===== src/rtl/mem_arb_pkg.sv =====
// Shared definitions for the multi-core data RAM arbiter:
// request codes, FSM states and the per-transaction request view.
package mem_arb_pkg;
    localparam int NUM_CORES_DEF = 4;
    localparam int DATA_W        = 16;

    typedef enum logic [1:0] {
        MC_IDLE  = 2'b00,
        MC_READ  = 2'b01,
        MC_WRITE = 2'b10,
        MC_RSVD  = 2'b11
    } mc_e;

    typedef enum logic [1:0] {
        ST_IDLE,
        ST_ISSUE,
        ST_WAIT,
        ST_RESP
    } state_e;

    typedef struct packed {
        logic              is_write;
        logic [DATA_W-1:0] addr;
        logic [DATA_W-1:0] wdata;
    } req_t;

    // The reserved code counts as no request.
    function automatic logic mc_valid(input logic [1:0] mc);
        return (mc == MC_READ) || (mc == MC_WRITE);
    endfunction
endpackage


===== src/rtl/rr_arbiter.sv =====
// Combinational round-robin pick: first eligible requester after rr_ptr,
// with one optional index masked out.
module rr_arbiter #(
    parameter  int N  = 4,
    localparam int IW = (N > 1) ? $clog2(N) : 1
) (
    input  logic [N-1:0]  req,
    input  logic [IW-1:0] rr_ptr,
    input  logic          mask_vld,
    input  logic [IW-1:0] mask_idx,
    output logic [IW-1:0] grant,
    output logic          grant_vld
);
    logic [N-1:0]  eligible;
    logic [IW-1:0] sel;
    int            pos;

    always_comb begin
        eligible = req;
        if (mask_vld) eligible[mask_idx] = 1'b0;
        grant     = '0;
        grant_vld = 1'b0;
        pos       = 0;
        sel       = '0;
        for (int i = 1; i <= N; i++) begin
            pos = int'(rr_ptr) + i;
            if (pos >= N) pos = pos - N;
            sel = IW'(pos);
            if (!grant_vld && eligible[sel]) begin
                grant     = sel;
                grant_vld = 1'b1;
            end
        end
    end
endmodule


===== src/rtl/mem_arbiter.sv =====
// Shares one synchronous data RAM between NUM_CORES cores, serving one
// latched request at a time in round-robin order.
module mem_arbiter
    import mem_arb_pkg::*;
#(
    parameter  int NUM_CORES = NUM_CORES_DEF,
    localparam int IDX_W     = (NUM_CORES > 1) ? $clog2(NUM_CORES) : 1
) (
    input  logic                        Clock,
    input  logic                        Reset,
    input  logic [2*NUM_CORES-1:0]      core_memcontrol,
    input  logic [DATA_W*NUM_CORES-1:0] core_addr,
    input  logic [DATA_W*NUM_CORES-1:0] core_wdata,
    output logic [DATA_W-1:0]           core_rdata,
    output logic [NUM_CORES-1:0]        core_ready,
    output logic [DATA_W-1:0]           ram_addr,
    output logic [DATA_W-1:0]           ram_wdata,
    output logic                        ram_we,
    output logic                        ram_re,
    input  logic [DATA_W-1:0]           ram_rdata
);
    logic [NUM_CORES-1:0][1:0]        mc_arr;
    logic [NUM_CORES-1:0][DATA_W-1:0] addr_arr, wdata_arr;
    logic [NUM_CORES-1:0]             req_vld;

    state_e            state;
    logic [IDX_W-1:0]  rr_ptr, grant_q, mask_idx, arb_idx;
    logic              mask_vld, arb_vld, wr_q;
    logic [DATA_W-1:0] rdata_q;
    req_t              sel_req;

    assign mc_arr     = core_memcontrol;
    assign addr_arr   = core_addr;
    assign wdata_arr  = core_wdata;
    assign core_rdata = rdata_q;

    for (genvar k = 0; k < NUM_CORES; k++) begin : g_lane
        assign req_vld[k] = mc_valid(mc_arr[k]);
    end

    rr_arbiter #(.N(NUM_CORES)) u_rr (
        .req       (req_vld),
        .rr_ptr    (rr_ptr),
        .mask_vld  (mask_vld),
        .mask_idx  (mask_idx),
        .grant     (arb_idx),
        .grant_vld (arb_vld)
    );

    always_comb begin
        sel_req.is_write = (mc_arr[arb_idx] == MC_WRITE);
        sel_req.addr     = addr_arr[arb_idx];
        sel_req.wdata    = wdata_arr[arb_idx];
    end

    // RAM strobes are registered at grant so they are high exactly during ISSUE;
    // the RAM output registers double as the latched address/data.
    always_ff @(posedge Clock or posedge Reset) begin
        if (Reset) begin
            state      <= ST_IDLE;
            rr_ptr     <= IDX_W'(NUM_CORES - 1);
            grant_q    <= '0;
            wr_q       <= 1'b0;
            mask_vld   <= 1'b0;
            mask_idx   <= '0;
            rdata_q    <= '0;
            core_ready <= '0;
            ram_addr   <= '0;
            ram_wdata  <= '0;
            ram_we     <= 1'b0;
            ram_re     <= 1'b0;
        end else begin
            core_ready <= '0;
            ram_addr   <= '0;
            ram_wdata  <= '0;
            ram_we     <= 1'b0;
            ram_re     <= 1'b0;
            mask_vld   <= 1'b0;
            case (state)
                ST_IDLE: if (arb_vld) begin
                    grant_q   <= arb_idx;
                    rr_ptr    <= arb_idx;
                    wr_q      <= sel_req.is_write;
                    ram_addr  <= sel_req.addr;
                    ram_wdata <= sel_req.wdata;
                    ram_we    <= sel_req.is_write;
                    ram_re    <= !sel_req.is_write;
                    state     <= ST_ISSUE;
                end
                ST_ISSUE: begin
                    if (wr_q) begin
                        core_ready[grant_q] <= 1'b1;
                        state               <= ST_RESP;
                    end else begin
                        state <= ST_WAIT;
                    end
                end
                ST_WAIT: begin
                    rdata_q             <= ram_rdata;
                    core_ready[grant_q] <= 1'b1;
                    state               <= ST_RESP;
                end
                ST_RESP: begin
                    // Hide the just-served core for one IDLE cycle so a late drop isn't re-served.
                    mask_vld <= 1'b1;
                    mask_idx <= grant_q;
                    state    <= ST_IDLE;
                end
                default: state <= ST_IDLE;
            endcase
        end
    end
endmodule


===== config.mk =====
export PLATFORM = sky130hd
export DESIGN_NAME = mem_arbiter
export DESIGN_NICKNAME = d
export VERILOG_FILES = /design/src/rtl/mem_arb_pkg.sv /design/src/rtl/rr_arbiter.sv /design/src/rtl/mem_arbiter.sv
export SDC_FILE = /design/constraint.sdc
export NUM_CORES = 1
export LEC_CHECK = 0
export BUFFER_PORTS_ARGS = -buffer_cell sky130_fd_sc_hd__buf_2
export CORE_ASPECT_RATIO = 1.1
export CORE_MARGIN = 5
export CORE_UTILIZATION = 46
export DETAILED_ROUTE_END_ITERATION = 10
export PLACE_DENSITY = 0.85
export SETUP_SLACK_MARGIN = 0.05
export SYNTH_ARGS = -nofsm -noshare
export SYNTH_HDL_FRONTEND = slang
export SYNTH_SLANG_ARGS = --single-unit

===== constraint.sdc =====
create_clock -name Clock -period 4.4 [get_ports Clock]
set_input_delay 0.22 -clock Clock [delete_from_list [all_inputs] [get_ports Clock]]
set_output_delay 0.22 -clock Clock [all_outputs]
set_load 0.01 [all_outputs]

==> results of run 1 <==
worst min-delay path, stage by stage:
cell	delay [ns]
sky130_fd_sc_hd__buf_2	0.10
sky130_fd_sc_hd__inv_2	0.04
sky130_fd_sc_hd__buf_4	0.60
metrics by stage:
step / instances / setup WS (ns) / area, µm² / hold WS, ns / total power [mW]
final: 569 / 1.78 / 4610 / 0.113 / 3.14
after global routing: 569 / 1.57 / 4610 / 0.105 / 3.36
after CTS: 569 / 1.75 / 4610 / 0.101 / 3.17
after detailed placement: 553 / 1.77 / 4390 / 0.457 / 2.61
after global placement: 553 / 1.89 / 4390 / 0.454 / 2.55
after floorplan: 274 / 2.51 / 3330 / 0.372 / 2.16
synthesized netlist by cell type (all sizes together), types with 2 or more instances:
cell type / instances
a21o: 2
a21oi: 5
a31oi: 2
and2: 2
and3: 2
and3b: 2
buf: 13
clkbuf: 2
dfrtp: 62
dfstp: 2
ha: 4
inv: 7
mux2: 19
mux2i: 64
nand2: 11
nand2b: 2
nand3: 2
nor2: 7
nor2b: 2
nor3: 4
o21ai: 4
o22ai: 35
o311ai: 2
or4: 2
xnor2: 3
xor2: 2
flip-flops by register name (all words and copies together) (netlist names):
name and cells:
ram_we 1, rr_ptr 2, state 2, ram_re 1
ram_wdata 16, grant_q 2, mask_vld 1, core_ready 4
core_rdata 16, wr_q 1, mask_idx 2, ram_addr 16
area by class of cell:
class | count | area (µm²) | area share [%]
clock buffer | 11 | 141 | 3.07
sequential | 64 | 1600 | 34.8
clock inverter | 5 | 80.1 | 1.74
multi-input combinational | 188 | 1590 | 34.4
inverter | 7 | 26.3 | 0.570
tap | 85 | 106 | 2.31
timing repair buffer | 209 | 1060 | 23.1
report_power, final:
part	internal, mW	switching (mW)	leakage (nW)	total (mW)
Clock	0.334	0.218	0.106	0.552
Combinational	0.748	0.836	1.61	1.58
Sequential	0.869	0.131	0.817	1.00
Total	1.95	1.18	2.53	3.14
cells by family (layout without fill, tap and decap cells):
family | count (synthesis) | in the layout | synth area share, %
compound gates | 55 | 55 | 11.5
xor+xnor | 5 | 5 | 1.54
fa+ha+maj | 4 | 4 | 1.50
buf+inv | 22 | 232 | 4.29
flops | 64 | 64 | 48.2
mux | 83 | 83 | 25.7
simple gates | 41 | 41 | 7.26
layer usage:
metal	vias up	wire (µm)	global-route usage (%)
met5	-	0	0
met4	0	264	9.03
met3	22	720	5.30
met2	146	4720	34.6
met1	1345	3250	21.7
li1	1428	-	-
how the worst max path moves through the flow:
stage | to | slack [ns] | cells after the start
6_report | ram_wdata[6]$_DFF_PP0_ | 1.78 | 6
5_1_grt | ram_wdata[5]$_DFF_PP0_ | 1.57 | 6
4_1_cts | ram_wdata[6]$_DFF_PP0_ | 1.75 | 6
3_5_place_dp | ram_addr[8]$_DFF_PP0_ | 1.77 | 6
3_3_place_gp | ram_addr[6]$_DFF_PP0_ | 1.89 | 6
2_1_floorplan | ram_addr[15]$_DFF_PP0_ | 2.51 | 8
==> results.py, run 1 <==
metrics = {
    "run_status": {
        "run_status": "finished, final reports clean",
    },
    "sta": {
        "hold_violations": 0,
        "achievable-frequency_mhz": 382,
        "grt_setup_unrepaired": "false",
        "fin_worst_skew_ns": 0.00902,
        "period_share_pct": 59.5,
        "finalMaxSlewViolations": 0,
        "tightestPinTransition_ns": 1.17,
        "aggregate_negative_setup_slack_ns": 0,
        "slew-limit-headroom_pct": 21.7,
        "min_period_ns": 2.62,
        "finalSetupViolations": 0,
    },
    "floorplanning": {
        "core_region_area_um2": 7050,
        "design.die.area_um2": 9040,
        "initial_utilization_pct": 47.2,
        "i_o_pin_cnt": 208,
        "core.rowCount": 32,
        "die_h_um": 99.2,
        "die_w_um": 91.1,
    },
    "setup_path": {
        "worst_ep_required_time_ns": 4.55,
        "crit_family": "simple AND/OR/NAND/NOR gates",
        "slowest_delay_ns": 0.86,
        "timing.critical_path.from_type": "flop",
        "critical_path.cell_chain": "or3b_1 -> a2bb2o_4 -> nor2_2 -> nor2b_2 -> nand2_1 -> o22ai_1",
        "setup.reg_to_reg.worst_slack_ns": 1.78,
        "crit-reg2reg-launch": "mask_idx[1]$_DFFE_PP0P_",
        "setup.worst_path.start": "mask_idx[1]$_DFFE_PP0P_",
        "crit_path_max_fanout": 36,
        "slowest_stage_cell_cp": "sky130_fd_sc_hd__nand2_1",
        "data_arrival_time_of_the_critical_path_ns": 2.76,
        "critPathCaptureType": "flop",
        "worst_reg2reg_endpoint": "ram_wdata[6]$_DFF_PP0_",
        "cp.buffers_inverters": 0,
        "r2r_cells": 6,
        "worst-setup-path-type": "reg -> reg",
    },
    "global_routing": {
        "global_route_wire_length_before_repair_um": 14300,
        "vias_in_the_first_global_route": 3075,
        "grt_antenna_before_repair": 0,
        "maximum_number_of_pins_on_one_net_before_global_route_repair": 65,
        "grt_util_all_layers_pct": 19.5,
        "globalRoute.totalOverflow": 0,
    },
    "synth": {
        "yosys-top-cells-area": "sky130_fd_sc_hd__dfrtp_1 47%, sky130_fd_sc_hd__mux2i_1 19%, sky130_fd_sc_hd__o22ai_1 6.6%",
        "synth_top_area_share_pct": 46.6,
        "synth-seq-cells": 64,
        "mappedNetlistNets": 432,
        "asyncSetResetFlopFracSynth_pct": 100,
        "synth-edff-count": 0,
        "synth.cell_area_um2": 3330,
        "yosysWarnings": 0,
        "post_synth_num_cell_types": 45,
        "synthesis.instances": 274,
        "synth-seq-area-share_pct": 48.2,
        "syn-mean-instance-area_um2": 12.1,
        "commonest_register_cell_after_synthesis": "sky130_fd_sc_hd__dfrtp_1",
        "synth.largest_area_cell": "sky130_fd_sc_hd__dfrtp_1",
    },
    "routing": {
        "drt_wl_total_um": 8950,
        "post_drt_via_cell_ratio": 5.17,
        "num_vias": 2941,
        "drc": 0,
        "detail_route.iter0.violations": 80,
        "avgRoutedWirePerCell_um": 15.7,
        "antenna_left": 0,
        "detailedRoute.firstPassIterationCount": 4,
    },
    "final_layout": {
        "layout_commonest_cell": "sky130_fd_sc_hd__buf_2",
        "fin_nets": 637,
        "post-route-util_pct": 65.4,
        "layout.filler_cells": 578,
        "synthToLayoutAreaGrowth_pct": 38.5,
        "final_layout_size_suffix_gt1_share_pct": 53.3,
        "antenna-diode-count": 0,
        "layout_common_cells": "207 x sky130_fd_sc_hd__buf_2, 64 x sky130_fd_sc_hd__mux2i_1, 62 x sky130_fd_sc_hd__dfrtp_1",
    },
    "placed_design": {
        "routabilityCongestion": 0.876,
        "hpwl_um": 7200,
        "i_o_buffers": 207,
    },
    "clock_network": {
        "clkTransAtPathRegs_ns": 0.07,
        "clk_root_buffer_cell": "sky130_fd_sc_hd__clkbuf_8",
        "cts.sinks": 64,
        "cts.path.max_buffers": 2,
        "clock_latency_late_sink_ns": 0.33,
        "ctsHoldBuffers": 0,
        "tritoncts": "yes",
        "post_cts.resized_instances": 0,
        "cts-buffers-inserted": 9,
        "postCtsSetupBuffers": 0,
        "cts_max_level": 3,
    },
    "power": {
        "leakage_nw": 2.53,
        "max-vdd-ir-drop_uv": 610,
        "cellPowerDensity_nw_per_um2": 680,
    },
    "job": {
        "maxCapViolCount": 0,
    },
    "min_path": {
        "holdCritPathClass": "in -> async",
    },
}
(Power assumes the default switching activity.)
==> run 2: changes to the inputs <==
--- a/config.mk
+++ b/config.mk
@@ -8,9 +8,9 @@
 export BUFFER_PORTS_ARGS = -buffer_cell sky130_fd_sc_hd__buf_2
 export CORE_ASPECT_RATIO = 1.1
 export CORE_MARGIN = 5
-export CORE_UTILIZATION = 46
+export CORE_UTILIZATION = 43
 export DETAILED_ROUTE_END_ITERATION = 10
-export PLACE_DENSITY = 0.85
+export PLACE_DENSITY = 0.81
 export SETUP_SLACK_MARGIN = 0.05
 export SYNTH_ARGS = -nofsm -noshare
 export SYNTH_HDL_FRONTEND = slang
==> constraint.sdc (replaced) <==
create_clock -name Clock -period 2.7 [get_ports Clock]
set_input_delay 0.135 -clock Clock [delete_from_list [all_inputs] [get_ports Clock]]
set_output_delay 0.135 -clock Clock [all_outputs]
set_load 0.01 [all_outputs]
==> run 2 against run 1 <==
Compared with the run above: via count grew 0.31%; design area grew 0.90%; setup slack lost 1.2 ns; global-route usage shrank 1.1 points; sequential share of layout area shrank 0.31 points; clock-buffer cell count shrank 1; hold slack lost 0.093 ns; largest cell class unchanged; final cell count grew 4.4%; register-to-register slack lost 1.2 ns; routed wire length grew 1.5%.
==> results.py, run 2 (synthesis gave the netlist of run 1 again) <==
metrics = {
    "placed_design": {
        "i_o_buffers": 207,
        "routabilityCongestion": 0.796,
        "dp_slack_ns": 0.619,
        "hpwl_um": 7290,
    },
    "clock_network": {
        "clk_root_buffer_cell": "sky130_fd_sc_hd__clkbuf_8",
        "post_cts.resized_instances": 0,
        "postCtsSetupBuffers": 0,
        "ctsHoldBuffers": 0,
        "clkTransAtPathRegs_ns": 0.07,
        "cts.path.max_buffers": 2,
        "cts.sinks": 64,
        "clock_latency_late_sink_ns": 0.32,
        "cts-buffers-inserted": 9,
        "tritoncts": "yes",
        "cts_max_level": 3,
    },
    "final_layout": {
        "layout_commonest_cell": "sky130_fd_sc_hd__buf_2",
        "final_layout_size_suffix_gt1_share_pct": 53.8,
        "layout_common_cells": "207 x sky130_fd_sc_hd__buf_2, 64 x sky130_fd_sc_hd__mux2i_1, 62 x sky130_fd_sc_hd__dfrtp_1",
        "post-route-util_pct": 61.9,
        "fin_nets": 642,
        "antenna-diode-count": 0,
        "synthToLayoutAreaGrowth_pct": 39.7,
    },
    "sta": {
        "fin_worst_skew_ns": 0.00665,
        "min_period_ns": 2.12,
        "aggregate_negative_setup_slack_ns": 0,
        "achievable-frequency_mhz": 473,
        "slew-limit-headroom_pct": 48.4,
        "period_share_pct": 78.4,
        "hold_violations": 0,
        "tightestPinTransition_ns": 0.774,
        "timing.hold.ws_ns": 0.0198,
        "finalSetupViolations": 0,
        "setup_slack_ns": 0.585,
        "finalMaxSlewViolations": 0,
        "grt_setup_unrepaired": "false",
    },
    "setup_path": {
        "slowest_delay_ns": 0.42,
        "worst_ep_required_time_ns": 2.90,
        "data_arrival_time_of_the_critical_path_ns": 2.31,
        "critPathCaptureType": "flop",
        "critical_path.cell_chain": "and3b_1 -> a211oi_1 -> o21a_2 -> nor3_4 -> buf_12 -> mux2i_1 -> o22ai_1",
        "timing.critical_path.from_type": "flop",
        "cp.buffers_inverters": 1,
        "crit_path_max_fanout": 36,
        "worst-setup-path-type": "reg -> reg",
        "crit_family": "simple AND/OR/NAND/NOR gates",
        "slowest_stage_cell_cp": "sky130_fd_sc_hd__dfrtp_1",
        "setup.reg_to_reg.worst_slack_ns": 0.58,
    },
    "routing": {
        "detail_route.iter0.violations": 67,
        "post_drt_via_cell_ratio": 4.97,
        "drc": 0,
        "avgRoutedWirePerCell_um": 15.3,
        "drt_wl_total_um": 9080,
        "antenna_left": 0,
        "num_vias": 2950,
        "detailedRoute.firstPassIterationCount": 4,
    },
    "global_routing": {
        "grt_util_all_layers_pct": 18.4,
        "global_route_wire_length_before_repair_um": 13800,
        "maximum_number_of_pins_on_one_net_before_global_route_repair": 65,
        "vias_in_the_first_global_route": 3059,
        "grt_antenna_before_repair": 0,
        "globalRoute.totalOverflow": 0,
    },
    "floorplanning": {
        "core_region_area_um2": 7510,
        "die_w_um": 93.9,
        "die_h_um": 102,
        "i_o_pin_cnt": 208,
        "core.rowCount": 33,
        "design.die.area_um2": 9600,
        "initial_utilization_pct": 44.3,
    },
    "power": {
        "cellPowerDensity_nw_per_um2": 1090,
        "max-vdd-ir-drop_uv": 681,
        "post-layout-total-power_mw": 5.05,
        "leakage_nw": 2.54,
    },
    "job": {
        "maxCapViolCount": 0,
    },
    "min_path": {
        "holdCritPathClass": "in -> async",
    },
    "run_status": {
        "run_status": "finished, final reports clean",
    },
}
==> run 2: cell types whose count changed in the layout (fill, tap and decap cells not counted), sizes merged <==
cell	change
buf	+5
bufinv	-1
clkbuf	-1
clkinv	+2
==> run 2: cell type report <==
type | count | area, µm²
clock inverters | 6 | 60.1
clock buffers | 10 | 128
fillers | 638 | 2860
multi-input cells | 188 | 1590
repair buffers | 214 | 1110
well taps | 105 | 131
flip-flops and latches | 64 | 1600
inverters | 7 | 26.3
==> run 2: per-stage QoR <==
stage | cells | cell area, µm²
after global placement | 578 | 4460
after floorplan | 274 | 3330
final | 594 | 4650
after detailed placement | 578 | 4460
after CTS | 594 | 4650
after global routing | 594 | 4650
==> run 2: final timing paths <==
| kind | cells past startpoint | endpoint | from |
|---|---|---|---|
| max reg2reg | 7 | ram_wdata[13]$_DFF_PP0_ | mask_idx[1]$_DFFE_PP0P_ |
| min | 3 | core_rdata[0]$_DFFE_PP0N_ | Reset |
| min in group Clock | 2 | core_rdata[12]$_DFFE_PP0N_ | ram_rdata[12] |
| max in group asynchronous | 3 | ram_addr[10]$_DFF_PP0_ | Reset |
| min reg2reg | 2 | rr_ptr[0]$_DFFE_PP1P_ | rr_ptr[0]$_DFFE_PP1P_ |
| max | 7 | ram_wdata[13]$_DFF_PP0_ | mask_idx[1]$_DFFE_PP0P_ |
==> run 2: worst register-to-register path: cells and delay by family (launching register included) <==
family / cells / cell delay [ns]
AO/OA/AOI/OAI: 3 / 0.43
flip-flops: 1 / 0.42
AND/OR/NAND/NOR: 2 / 0.58
multiplexers: 1 / 0.27
buffers and inverters: 1 / 0.29
==> run 2: report_power, final <==
group / switching, mW / leakage (nW) / internal [mW]
sequential: 0.200 / 0.817 / 1.41
combinational: 1.38 / 1.63 / 1.28
clock: 0.355 / 0.0920 / 0.422
==> run 2: metal layers <==
| metal | track usage (%) | share of wire [%] | wire length [µm] | vias up |
|---|---|---|---|---|
| met3 | 4.27 | 7.2 | 654 | 14 |
| li1 | - | - | - | 1433 |
| met2 | 34.5 | 54 | 4890 | 132 |
| met1 | 20.1 | 37 | 3390 | 1371 |
| met4 | 6.78 | 1.7 | 156 | 0 |
| met5 | 0 | 0 | 0 | - |
==> run 3: changes to the inputs <==
--- a/config.mk
+++ b/config.mk
@@ -8,9 +8,9 @@
 export BUFFER_PORTS_ARGS = -buffer_cell sky130_fd_sc_hd__buf_2
 export CORE_ASPECT_RATIO = 1.1
 export CORE_MARGIN = 5
-export CORE_UTILIZATION = 43
+export CORE_UTILIZATION = 39
 export DETAILED_ROUTE_END_ITERATION = 10
-export PLACE_DENSITY = 0.81
+export PLACE_DENSITY = 0.77
 export SETUP_SLACK_MARGIN = 0.05
 export SYNTH_ARGS = -nofsm -noshare
 export SYNTH_HDL_FRONTEND = slang
==> constraint.sdc (replaced) <==
create_clock -name Clock -period 1.93 [get_ports Clock]
set_input_delay 0.0965 -clock Clock [delete_from_list [all_inputs] [get_ports Clock]]
set_output_delay 0.0965 -clock Clock [all_outputs]
set_load 0.01 [all_outputs]
==> run 3 against run 2 <==
Compared with the run above: the flow now finishes with violations (negative setup slack); core utilization about the same; via count up 9.3%; die area rose by 9.2%; sequential power up 42%; hold slack improved by 0.0076 ns; maximum frequency decreased by 1.4%; sequential share of layout area down 3.5 points; design area is 11% higher; largest cell class is now multi-input combinational cells; highest routed layer unchanged.
==> results.py, run 3 (synthesis gave the netlist of run 1 again) <==
metrics = {
    "final_layout": {
        "design_area_um2": 5170,
        "antenna-diode-count": 0,
        "fin_nets": 683,
        "post-route-util_pct": 61.9,
        "multiInputGateArea_um2": 1670,
        "final_layout_size_suffix_gt1_share_pct": 58.1,
        "layout_common_cells": "207 x sky130_fd_sc_hd__buf_2, 62 x sky130_fd_sc_hd__dfrtp_1, 60 x sky130_fd_sc_hd__mux2i_1",
        "synthToLayoutAreaGrowth_pct": 55.5,
        "regArea_um2": 1600,
        "layout_commonest_cell": "sky130_fd_sc_hd__buf_2",
        "layout.filler_cells": 689,
    },
    "global_routing": {
        "grt_antenna_before_repair": 0,
        "grt_util_all_layers_pct": 19.5,
        "globalRoute.totalOverflow": 0,
        "vias_in_the_first_global_route": 3510,
        "global_route_wire_length_before_repair_um": 16400,
        "maximum_number_of_pins_on_one_net_before_global_route_repair": 38,
    },
    "clock_network": {
        "cts.path.max_buffers": 2,
        "clkTransAtPathRegs_ns": 0.08,
        "cts-buffers-inserted": 9,
        "tritoncts": "yes",
        "clk_root_buffer_cell": "sky130_fd_sc_hd__clkbuf_8",
        "clock_latency_late_sink_ns": 0.34,
        "cts.sinks": 64,
        "cts_max_level": 3,
    },
    "setup_path": {
        "crit_family": "simple AND/OR/NAND/NOR gates",
        "worst-setup-path-type": "reg -> reg",
        "setup.reg_to_reg.worst_slack_ns": -0.22,
        "critPathCaptureType": "flop",
        "crit-reg2reg-launch": "mask_vld$_DFF_PP0_",
        "worst_ep_required_time_ns": 2.15,
        "worst_reg2reg_endpoint": "ram_addr[6]$_DFF_PP0_",
        "cp.buffers_inverters": 2,
        "crit_path_max_fanout": 8,
        "slowest_delay_ns": 0.42,
        "data_arrival_time_of_the_critical_path_ns": 2.36,
        "slowest_stage_cell_cp": "sky130_fd_sc_hd__dfrtp_1",
        "critical_path.cell_chain": "and3b_2 -> or3_4 -> a21oi_4 -> nor3_4 -> buf_4 -> buf_12 -> mux2i_1 -> o22ai_1",
        "timing.critical_path.from_type": "flop",
        "r2r_cells": 8,
    },
    "min_path": {
        "holdCritPathClass": "in -> reg",
        "timing.hold.worst.start": "core_addr[2]",
        "hold-path-cell-count": 3,
        "hold_end": "ram_addr[2]$_DFF_PP0_",
    },
    "sta": {
        "tightestPinTransition_ns": 0.654,
        "finalSetupViolations": 35,
        "achievable-frequency_mhz": 466,
        "period_share_pct": 111,
        "slew-limit-headroom_pct": 56.3,
        "fin_worst_skew_ns": 0.0146,
        "grt_setup_unrepaired": "true",
        "hold_violations": 0,
        "setup_slack_ns": -0.216,
        "aggregate_negative_setup_slack_ns": -5.78,
        "finalMaxSlewViolations": 0,
        "min_period_ns": 2.15,
    },
    "routing": {
        "avgRoutedWirePerCell_um": 16.4,
        "drc": 0,
        "detailedRoute.firstPassIterationCount": 4,
        "post_drt_via_cell_ratio": 5.03,
        "num_vias": 3225,
        "detail_route.iter0.violations": 77,
        "drt_wl_total_um": 10500,
        "antenna_left": 0,
    },
    "floorplanning": {
        "core_region_area_um2": 8360,
        "core.rowCount": 35,
        "die_w_um": 98.1,
        "initial_utilization_pct": 39.8,
        "die_h_um": 107,
        "i_o_pin_cnt": 208,
        "design.die.area_um2": 10500,
    },
    "power": {
        "max-vdd-ir-drop_uv": 732,
        "post-layout-total-power_mw": 7.94,
        "cellPowerDensity_nw_per_um2": 1530,
        "leakage_nw": 2.79,
    },
    "placed_design": {
        "dp_slack_ns": -0.201,
        "hpwl_um": 7920,
        "i_o_buffers": 207,
        "place_area_um2": 4610,
        "routabilityCongestion": 0.851,
    },
    "job": {
        "maxCapViolCount": 0,
    },
    "run_status": {
        "failed_checks": "negative setup slack",
        "run_status": "finished, violations left",
    },
}
## run 3: routing by layer
| metal | wire length, µm | part of all wire (%) | GRT usage [%] |
|---|---|---|---|
| met1 | 3820 | 36 | 21.0 |
| met2 | 5800 | 55 | 36.1 |
| met3 | 683 | 6.5 | 4.75 |
| met4 | 232 | 2.2 | 8.51 |
| met5 | 0 | 0 | 0 |
## run 3: worst reg2reg max path, stage by stage (launching register included)
cell and delay (ns):
sky130_fd_sc_hd__dfrtp_1 0.42, sky130_fd_sc_hd__and3b_2 0.26, sky130_fd_sc_hd__or3_4 0.42, sky130_fd_sc_hd__a21oi_4 0.24, sky130_fd_sc_hd__nor3_4 0.08, sky130_fd_sc_hd__buf_4 0.20
sky130_fd_sc_hd__buf_12 0.15, sky130_fd_sc_hd__mux2i_1 0.15, sky130_fd_sc_hd__o22ai_1 0.10
## run 3: metrics by stage
step	hold slack (ns)	cells
after CTS	0.00151	640
after floorplan	0.248	274
after global routing	0.0358	641
after global placement	0.206	597
after detailed placement	0.232	597
final	0.0274	641
## run 3: how the worst max path moves through the flow
stage	startpoint	to	slack, ns	cells after the start
4_1_cts	mask_idx[0]$_DFFE_PP0P_	ram_wdata[1]$_DFF_PP0_	-0.15	8
6_report	mask_vld$_DFF_PP0_	ram_addr[6]$_DFF_PP0_	-0.22	8
2_1_floorplan	mask_idx[1]$_DFFE_PP0P_	ram_addr[15]$_DFF_PP0_	0.04	8
3_3_place_gp	mask_idx[1]$_DFFE_PP0P_	ram_addr[0]$_DFF_PP0_	-0.17	7
5_1_grt	mask_idx[1]$_DFFE_PP0P_	ram_wdata[0]$_DFF_PP0_	-0.29	8
3_5_place_dp	mask_idx[1]$_DFFE_PP0P_	ram_addr[0]$_DFF_PP0_	-0.20	7
## run 3: where the power goes
part           switching [mW]  internal [mW]
clock                   0.543          0.596
sequential              0.299           1.98
combinational            2.18           2.34
## run 3: cell type report
cell class,instances,area share [%]
Clock inverter,7,1.38
Sequential cell,64,31.0
Multi-Input combinational cell,188,32.4
Timing Repair Buffer,255,29.7
Tap cell,111,2.68
Clock buffer,9,2.39
Inverter,7,0.508
## run 3: repair_timing
action,4_1_cts,5_1_grt
pin swaps,7,18
setup endpoints to repair,35,38
buffers inserted,10,2
hold endpoints to repair,43,0
resized for setup,13,18
gates cloned,0,0
hold buffers,17,0
